--- config.mk ---
export PLATFORM = sky130hd
export DESIGN_NAME = cpu_word_serializer
export DESIGN_NICKNAME = d
export VERILOG_FILES = /design/src/rtl/cpu_bus_pkg.sv /design/src/rtl/cpu_word_serializer.sv
export SDC_FILE = /design/constraint.sdc
export NUM_CORES = 1
export LEC_CHECK = 0
export CORE_ASPECT_RATIO = 1.25
export CORE_MARGIN = 2
export CORE_UTILIZATION = 25
export CTS_BUF_LIST = sky130_fd_sc_hd__clkbuf_8
export DETAILED_ROUTE_END_ITERATION = 8
export DONT_BUFFER_PORTS = 1
export PLACE_DENSITY = 0.45
export SLEW_MARGIN = 20
export SYNTH_ARGS = -nofsm -noshare
export SYNTH_HDL_FRONTEND = slang
export SYNTH_SLANG_ARGS = --single-unit
--- constraint.sdc ---
create_clock -name clk -period 3.4 [get_ports clk]
set_input_delay 0.51 -clock clk [delete_from_list [all_inputs] [get_ports clk]]
set_output_delay 0.51 -clock clk [all_outputs]
set_load 0.02 [all_outputs]
--- src/rtl/cpu_bus_pkg.sv ---
// Shared CPU memory-bus definitions for the byte-wide fetch and store paths.
// Byte order of word stores is selected by CPU_SER_LOW_FIRST_EN (undefined: high byte first).
// Widths here are fixed; WORD_W is always two bus bytes.
package cpu_bus_pkg;

  localparam int BYTE_W = 8;
  localparam int WORD_W = 2 * BYTE_W;
  localparam int ADDR_W = 13;

  typedef enum logic [1:0] {
    IDLE  = 2'd0,
    BYTE0 = 2'd1,
    BYTE1 = 2'd2
  } ser_state_t;

  // Returns the byte of a word that goes out first (second=0) or second (second=1).
  function automatic logic [BYTE_W-1:0] pick_byte(input logic [WORD_W-1:0] word,
                                                  input logic              second);
`ifdef CPU_SER_LOW_FIRST_EN
    pick_byte = second ? word[WORD_W-1:BYTE_W] : word[BYTE_W-1:0];
`else
    pick_byte = second ? word[BYTE_W-1:0] : word[WORD_W-1:BYTE_W];
`endif
  endfunction

endpackage

--- src/rtl/cpu_word_serializer.sv ---
// Splits a 16-bit CPU store into two byte writes at consecutive addresses.
// Latency: first byte on the bus one cycle after acceptance; done 3 cycles after acceptance with no wait states.
// Backpressure: in_ready only in IDLE; mem_ready=0 holds the current byte indefinitely.
// Byte order: high byte first unless CPU_SER_LOW_FIRST_EN is defined.
module cpu_word_serializer
  import cpu_bus_pkg::*;
(
  input  logic              clk,
  input  logic              rst,
  input  logic [WORD_W-1:0] in_word,
  input  logic [ADDR_W-1:0] in_addr,
  input  logic              in_valid,
  output logic              in_ready,
  output logic [BYTE_W-1:0] mem_data,
  output logic [ADDR_W-1:0] mem_addr,
  output logic              mem_wr,
  input  logic              mem_ready,
  output logic              busy,
  output logic              done
);

  ser_state_t        state_q, state_d;
  logic [WORD_W-1:0] word_q, word_d;
  logic [ADDR_W-1:0] addr_q, addr_d;
  logic [BYTE_W-1:0] mem_data_q, mem_data_d;
  logic [ADDR_W-1:0] mem_addr_q, mem_addr_d;
  logic              mem_wr_q, mem_wr_d;
  logic              busy_q, busy_d;
  logic              done_q, done_d;

  // State and registered outputs; reset aborts any transfer in flight.
  always_ff @(posedge clk) begin
    if (rst) begin
      state_q    <= IDLE;
      word_q     <= '0;
      addr_q     <= '0;
      mem_data_q <= '0;
      mem_addr_q <= '0;
      mem_wr_q   <= 1'b0;
      busy_q     <= 1'b0;
      done_q     <= 1'b0;
    end else begin
      state_q    <= state_d;
      word_q     <= word_d;
      addr_q     <= addr_d;
      mem_data_q <= mem_data_d;
      mem_addr_q <= mem_addr_d;
      mem_wr_q   <= mem_wr_d;
      busy_q     <= busy_d;
      done_q     <= done_d;
    end
  end

  // Next-state and next-output logic; everything holds unless a handshake advances it.
  always_comb begin
    state_d    = state_q;
    word_d     = word_q;
    addr_d     = addr_q;
    mem_data_d = mem_data_q;
    mem_addr_d = mem_addr_q;
    mem_wr_d   = mem_wr_q;
    busy_d     = busy_q;
    done_d     = 1'b0;
    case (state_q)
      IDLE: begin
        if (in_valid) begin
          // Capture the word so later input changes cannot disturb this transfer.
          word_d     = in_word;
          addr_d     = in_addr;
          mem_data_d = pick_byte(in_word, 1'b0);
          mem_addr_d = in_addr;
          mem_wr_d   = 1'b1;
          busy_d     = 1'b1;
          state_d    = BYTE0;
        end
      end
      BYTE0: begin
        if (mem_ready) begin
          // Address wraps naturally at the top of the 13-bit space.
          mem_data_d = pick_byte(word_q, 1'b1);
          mem_addr_d = addr_q + ADDR_W'(1);
          state_d    = BYTE1;
        end
      end
      BYTE1: begin
        if (mem_ready) begin
          // Data and address keep their last values; only the strobe drops.
          mem_wr_d = 1'b0;
          busy_d   = 1'b0;
          done_d   = 1'b1;
          state_d  = IDLE;
        end
      end
      default: begin
        mem_wr_d = 1'b0;
        busy_d   = 1'b0;
        state_d  = IDLE;
      end
    endcase
  end

  assign in_ready = (state_q == IDLE);
  assign mem_data = mem_data_q;
  assign mem_addr = mem_addr_q;
  assign mem_wr   = mem_wr_q;
  assign busy     = busy_q;
  assign done     = done_q;

endmodule

==> impl_metrics.sql <==
INSERT INTO impl_metrics (metric_group, metric, value, unit) VALUES
('global_route', 'grt_max_degree', '44', ''),
('synth', 'synth.top_cells.by_count', '68 x sky130_fd_sc_hd__nand2_1, 46 x sky130_fd_sc_hd__dfxtp_1, 26 x sky130_fd_sc_hd__a21oi_1', ''),
('final_layout', 'instances_no_fill', '341', ''),
('hold_path', 'holdCritPathClass', 'in2reg', ''),
('global_route', 'grt.overflow.total', '0', ''),
('setup_path', 'crit_chain', 'nor2b_2, buf_4, nor2_1, a2111oi_0, a31o_1', ''),
('setup_path', 'critPathMaxFanout', '14', ''),
('job', 'timing.max_cap.violations', '0', ''),
('power', 'share_seq_of_total_power', '58.3', '%'),
('timing', 'hold_viol_final', '0', ''),
('setup_path', 'crit_arrival', '2.21', 'ns'),
('setup_path', 'worstPathRequired', '3.65', 'ns'),
('power', 'total_switching_power', '0.3397', 'mW'),
('floorplanning', 'pin_count', '58', ''),
('detailed_routing', 'drc', '0', ''),
('setup_path', 'crit_family', 'compound AO/OA/AOI/OAI gates', ''),
('timing', 'worst-slew-pin-transition', '0.8492', 'ns'),
('cts', 'postcts_resize_cnt', '0', ''),
('power', 'static-leakage-power', '0.7527', 'nW'),
('power', 'power.density_cell_area', '514.7', 'nW/um2'),
('timing', 'tns', '0', 'ns'),
('setup_path', 'critPathCaptureType', 'flip-flop', ''),
('synth', 'mappedNetlistNets', '288', ''),
('cts', 'cts-hold-fix-buffers', '0', ''),
('final_layout', 'post_route_cells_drive_above_1_share', '5.691', '%'),
('placed_design', 'gpl.final_weighted_congestion', '0.7782', ''),
('detailed_routing', 'met3WireLength', '321', 'um'),
('floorplanning', 'rows', '36', ''),
('placed_design', 'io_buffer_count', '0', ''),
('final_layout', 'fin_area', '2167', 'um2'),
('global_route', 'grt_first_pass_wirelength', '8859', 'um'),
('synth', 'post_synth.cell_area_avg', '7.931', 'um2'),
('placed_design', 'post-dp-hpwl', '3708', 'um'),
('floorplanning', 'fp.dieW', '84.29', 'um'),
('power', 'intPower', '0.7756', 'mW'),
('synth', 'number_of_enable_flip_flop_cells_after_synthesis', '0', ''),
('timing', 'layout_min_cycle_time', '1.955', 'ns'),
('synth', 'synth.top_cells.by_area', 'sky130_fd_sc_hd__dfxtp_1 46%, sky130_fd_sc_hd__nand2_1 13%, sky130_fd_sc_hd__a21oi_1 6.5%, sky130_fd_sc_hd__a311oi_1 5.2%, sky130_fd_sc_hd__nor2_1 3.5%', ''),
('cts', 'clock-sinks', '46', ''),
('synth', 'yosysWarningCount', '0', ''),
('cts', 'worst_skew_pair.late_latency', '0.30', 'ns'),
('power', 'power.ir.vdd_worst', '186.0', 'uV'),
('power', 'combPwrFrac', '12.0', '%'),
('timing', 'report.final.slew_viol_count', '0', ''),
('cts', 'cts_max_path_buffers', '2', ''),
('synth', 'synth.largest_area_cell', 'sky130_fd_sc_hd__dfxtp_1', ''),
('synth', 'netlist_instances', '254', ''),
('synth', 'synth.yosys.seq_area_share', '45.71', '%'),
('global_route', 'number_of_antenna_violations_at_the_first_check_in_global_routing', '0', ''),
('timing', 'finalCritPeriodShare', '57.50', '%'),
('setup_path', 'criticalPathCategory', 'reg2reg', ''),
('setup_path', 'critical_path.startpoint_type', 'flip-flop', ''),
('timing', 'timing.max_slew.rel_slack', '43.25', '%'),
('cts', 'clock_tree.htree_level_count', '2', ''),
('detailed_routing', 'routed_wire_length_per_instance', '15.96', 'um'),
('global_route', 'grt_usage', '12.65', '%'),
('detailed_routing', 'highest-signal-layer', 'met4', ''),
('setup_path', 'timing.critical_path.slowest_stage_cell', 'sky130_fd_sc_hd__nor2b_2', ''),
('detailed_routing', 'detail_route.wirelength', '5442', 'um'),
('detailed_routing', 'detailedRoute.firstPassIterationCount', '5', ''),
('detailed_routing', 'sum_of_met2_wire_segment_lengths_after_detailed_routing', '2726', 'um'),
('power', 'clock_power_share', '29.7', '%'),
('run_status', 'status', 'completed', ''),
('timing', 'fmax_achieved', '0.5116', 'GHz'),
('cts', 'tritoncts_clock_tree', 'yes', ''),
('detailed_routing', 'detailed_routing_wirelength_on_met1', '2331', 'um'),
('floorplanning', 'die-area', '8797', 'um2'),
('setup_path', 'crit_path_max_incr_delay', '0.52', 'ns'),
('synth', 'dominantRegCellSynth', 'sky130_fd_sc_hd__dfxtp_1', ''),
('power', 'finalPower', '1.115', 'mW'),
('final_layout', 'diode_count', '0', '');
## layer usage
layer / vias to the layer above / GRT usage [%]
met5: - / 0
met4: 0 / 3.456
met3: 6 / 3.571
met2: 43 / 21.71
met1: 777 / 15.35
li1: 868 / -
## through the flow
step	utilization (%)	hold WS (ns)	setup WS (ns)
finish	27.81	0.2602	1.445
global route	27.81	0.2467	1.229
CTS	27.81	0.2497	1.412
detailed placement	26.70	0.4405	1.414
global placement	26.70	0.4369	1.434
floorplan	-	0.4366	1.656
## state kept, by name (all words and copies together) (netlist names)
register and flops:
mem_data 8, state_q 2, busy 1, done 1
addr_q 13, mem_addr 13, word_q 8
## cell type report
class / count / area [um2]
repair buffers: 3 / 22.52
inverters: 5 / 18.77
clock inverters: 3 / 17.52
clock buffers: 5 / 68.82
well taps: 95 / 118.9
flip-flops and latches: 46 / 920.9
fillers: 860 / 5625
multi-input cells: 184 / 999.7
## cell usage in the layout (no fill, tap or decap), drive strengths merged, types with 4 or more instances in the layout
master,instances
inv,6
nor2,19
dfxtp,46
a31o,5
o21ai,8
nand2,68
or3,5
a311oi,12
a21oi,26
clkbuf,5
nand3,4
xnor2,5
## worst reg2reg max path, cell delays in order, from the launching register on
cell,delay [ns]
sky130_fd_sc_hd__dfxtp_1,0.47
sky130_fd_sc_hd__nor2b_2,0.52
sky130_fd_sc_hd__buf_4,0.29
sky130_fd_sc_hd__nor2_1,0.06
sky130_fd_sc_hd__a2111oi_0,0.43
sky130_fd_sc_hd__a31o_1,0.15
## cells by family (layout without fill, tap and decap cells)
group / Yosys count / in the layout / share of synthesized area (%)
simple gates: 111 / 111 / 24.16
xor+xnor: 6 / 6 / 2.609
compound gates: 65 / 65 / 21.49
fa+ha+maj: 1 / 1 / 0.6210
buf+inv: 24 / 16 / 4.907
flops: 46 / 46 / 45.71
mux: 1 / 1 / 0.4969
## final timing paths
check	slack, ns	from	cells past startpoint	to
setup / recovery	1.45	state_q[0]$_SDFFE_PP0P_	5	mem_addr[4]$_SDFFE_PP0P_
hold / removal	0.26	rst	1	addr_q[6]$_SDFFE_PP0P_
setup reg to reg	1.45	state_q[0]$_SDFFE_PP0P_	5	mem_addr[4]$_SDFFE_PP0P_
hold reg to reg	0.45	word_q[6]$_SDFFE_PP0P_	2	word_q[6]$_SDFFE_PP0P_
## power groups by stage
stage	combinational (mW)	sequential, mW	clock [mW]
6_report	0.134	0.650	0.331
5_1_grt	0.155	0.658	0.368
4_1_cts	0.137	0.652	0.350
3_5_place_dp	0.136	0.665	0
3_3_place_gp	0.135	0.664	0
2_1_floorplan	0.120	0.650	0
(Power assumes the default switching activity.)
==> RTL change (same flow settings) <==
The package constant `BYTE_W` goes from 8 to 6.
--- a/src/rtl/cpu_bus_pkg.sv
+++ b/src/rtl/cpu_bus_pkg.sv
@@ -5,3 +5,3 @@
 
-  localparam int BYTE_W = 8;
+  localparam int BYTE_W = 6;
   localparam int WORD_W = 2 * BYTE_W;
Interface: changed (resized in_word and mem_data); port bits go from 58 to 52. No check against the original RTL was run, so the function may have changed too.
==> RTL change against the unedited design <==
  * Combinational power down 4%
  * Total power fell by 4.6%
  * Routed wire length is 7.3% lower
  * Worst setup slack improved by 0.025 ns
  * Clock power is 2% higher
  * Synthesized area down 4.9%
  * Final area down 5.2%
  * Sequential share of layout area fell by 1.6 points
  * Highest routed layer unchanged
  * Sequential cell count down 4
  * Largest cell class unchanged
==> RTL change: results (changes against the unedited design) <==
* Status: completed (unchanged)
* Largest net degree at the start of global routing at 50 (was 44)
* Post-Synthesis Cells at 248 (was 254)
* Register area at 840.8 sq um (was 920.9 sq um)
* Commonest cells in the netlist: nand2_1, dfxtp_1, a21oi_1 (unchanged)
* DR pass1 iterations at 4 (was 5)
* Vias per std cell at 4.833 (was 4.968)
* NumNets Final at 267 (was 279)
* Synth Area in XOR/XNOR at 2.286% (was 2.609%)
* Lkg Pwr at 0.7166 nW (was 0.7527 nW)
* Layout clock area frac at 4.385% (was 3.984%)
* Non-clk buf share at 0.7308% (was 1.039%)
* Clock Sinks at 42 (was 46)
* Dpl cell area at 1964 sq um (was 2081 sq um)
* GRT Total Usage at 12.55% (was 12.65%)
* First-pass GRT wire length at 7969 microns (was 8859 microns)
* Tot Pwr at 1.064 mW (was 1.115 mW)
* Crit-path max FO at 20 (was 14)
* Initial DRC Count at 74 (was 76)
* Maximum vdd drop at 0.2021 mV (was 0.1860 mV)
* Total Routed Length at 5046 microns (was 5442 microns)
* Compound-Gate Fraction of Synth Area at 19.46% (was 21.49%)
* Yosys warning count at 0 (unchanged)
* Worst Skew at 0.01109 ns (was 0.01222 ns)
* Comb_multi_in at 181 (was 184)
* CTS clock-pin slew for the worst setup and hold paths at 0.09 ns (about the same)
* Rel. slew slack at 41.38% (was 43.25%)
* Layout cell share with drive strength beyond 1 at 5.882% (was 5.691%)
* RD Place Congestion at 0.6901 (was 0.7782)
* Area contributors post-synth: dfxtp_1, nand2_1, a21oi_1 (unchanged)
* Post-synthesis mux area share at 0% (was 0.4969%)
* Detail Placement HPWL at 3317 microns (was 3708 microns)
* Multi-input combinational area share at 47.44% (was 46.13%)
* CP arrival at 2.15 ns (was 2.21 ns)
* Syn Nets at 278 (was 288)
* Pwr dens at 517.8 nW/um^2 (was 514.7 nW/um^2)
* Wirelength per Cell at 15.29 microns (was 15.96 microns)
* Dpl cells at 322 (was 333)
* Post-Synth Adder-Cell Area at 0.6532% (was 0.6211%)
* Vias in the first global route at 1544 (was 1699)
* Place WS at 1.429 ns (was 1.414 ns)
* Fillcell total at 798 (was 860)
==> RTL change: where the power goes <==
group	switching (mW)	internal, mW	total (mW)
combinational	0.0781	0.0498	0.128
sequential	0.0647	0.532	0.597
clock	0.194	0.145	0.339
==> RTL change: worst paths after layout <==
check                                 from           end  slack (ns)  cells past startpoint
worst max-delay path            state_q[0]  mem_addr[11]        1.47                      4
worst min-delay path                   rst     word_q[4]        0.26                      1
worst max register to register  state_q[0]  mem_addr[11]        1.47                      4
worst min register to register   word_q[1]     word_q[1]        0.45                      2
==> RTL change: per-layer routing <==
metal | track usage, % | routed length [microns]
met1 | 14.63 | 2126
met2 | 20.78 | 2427
met3 | 4.417 | 400
met4 | 5.000 | 92
met5 | 0 | 0
==> RTL change: critical path, stage by stage (launching register included) <==
cell	delay, ns
dfxtp_1	0.38
nand2b_1	0.24
a21oi_2	0.70
o21ai_0	0.21
a221oi_1	0.31
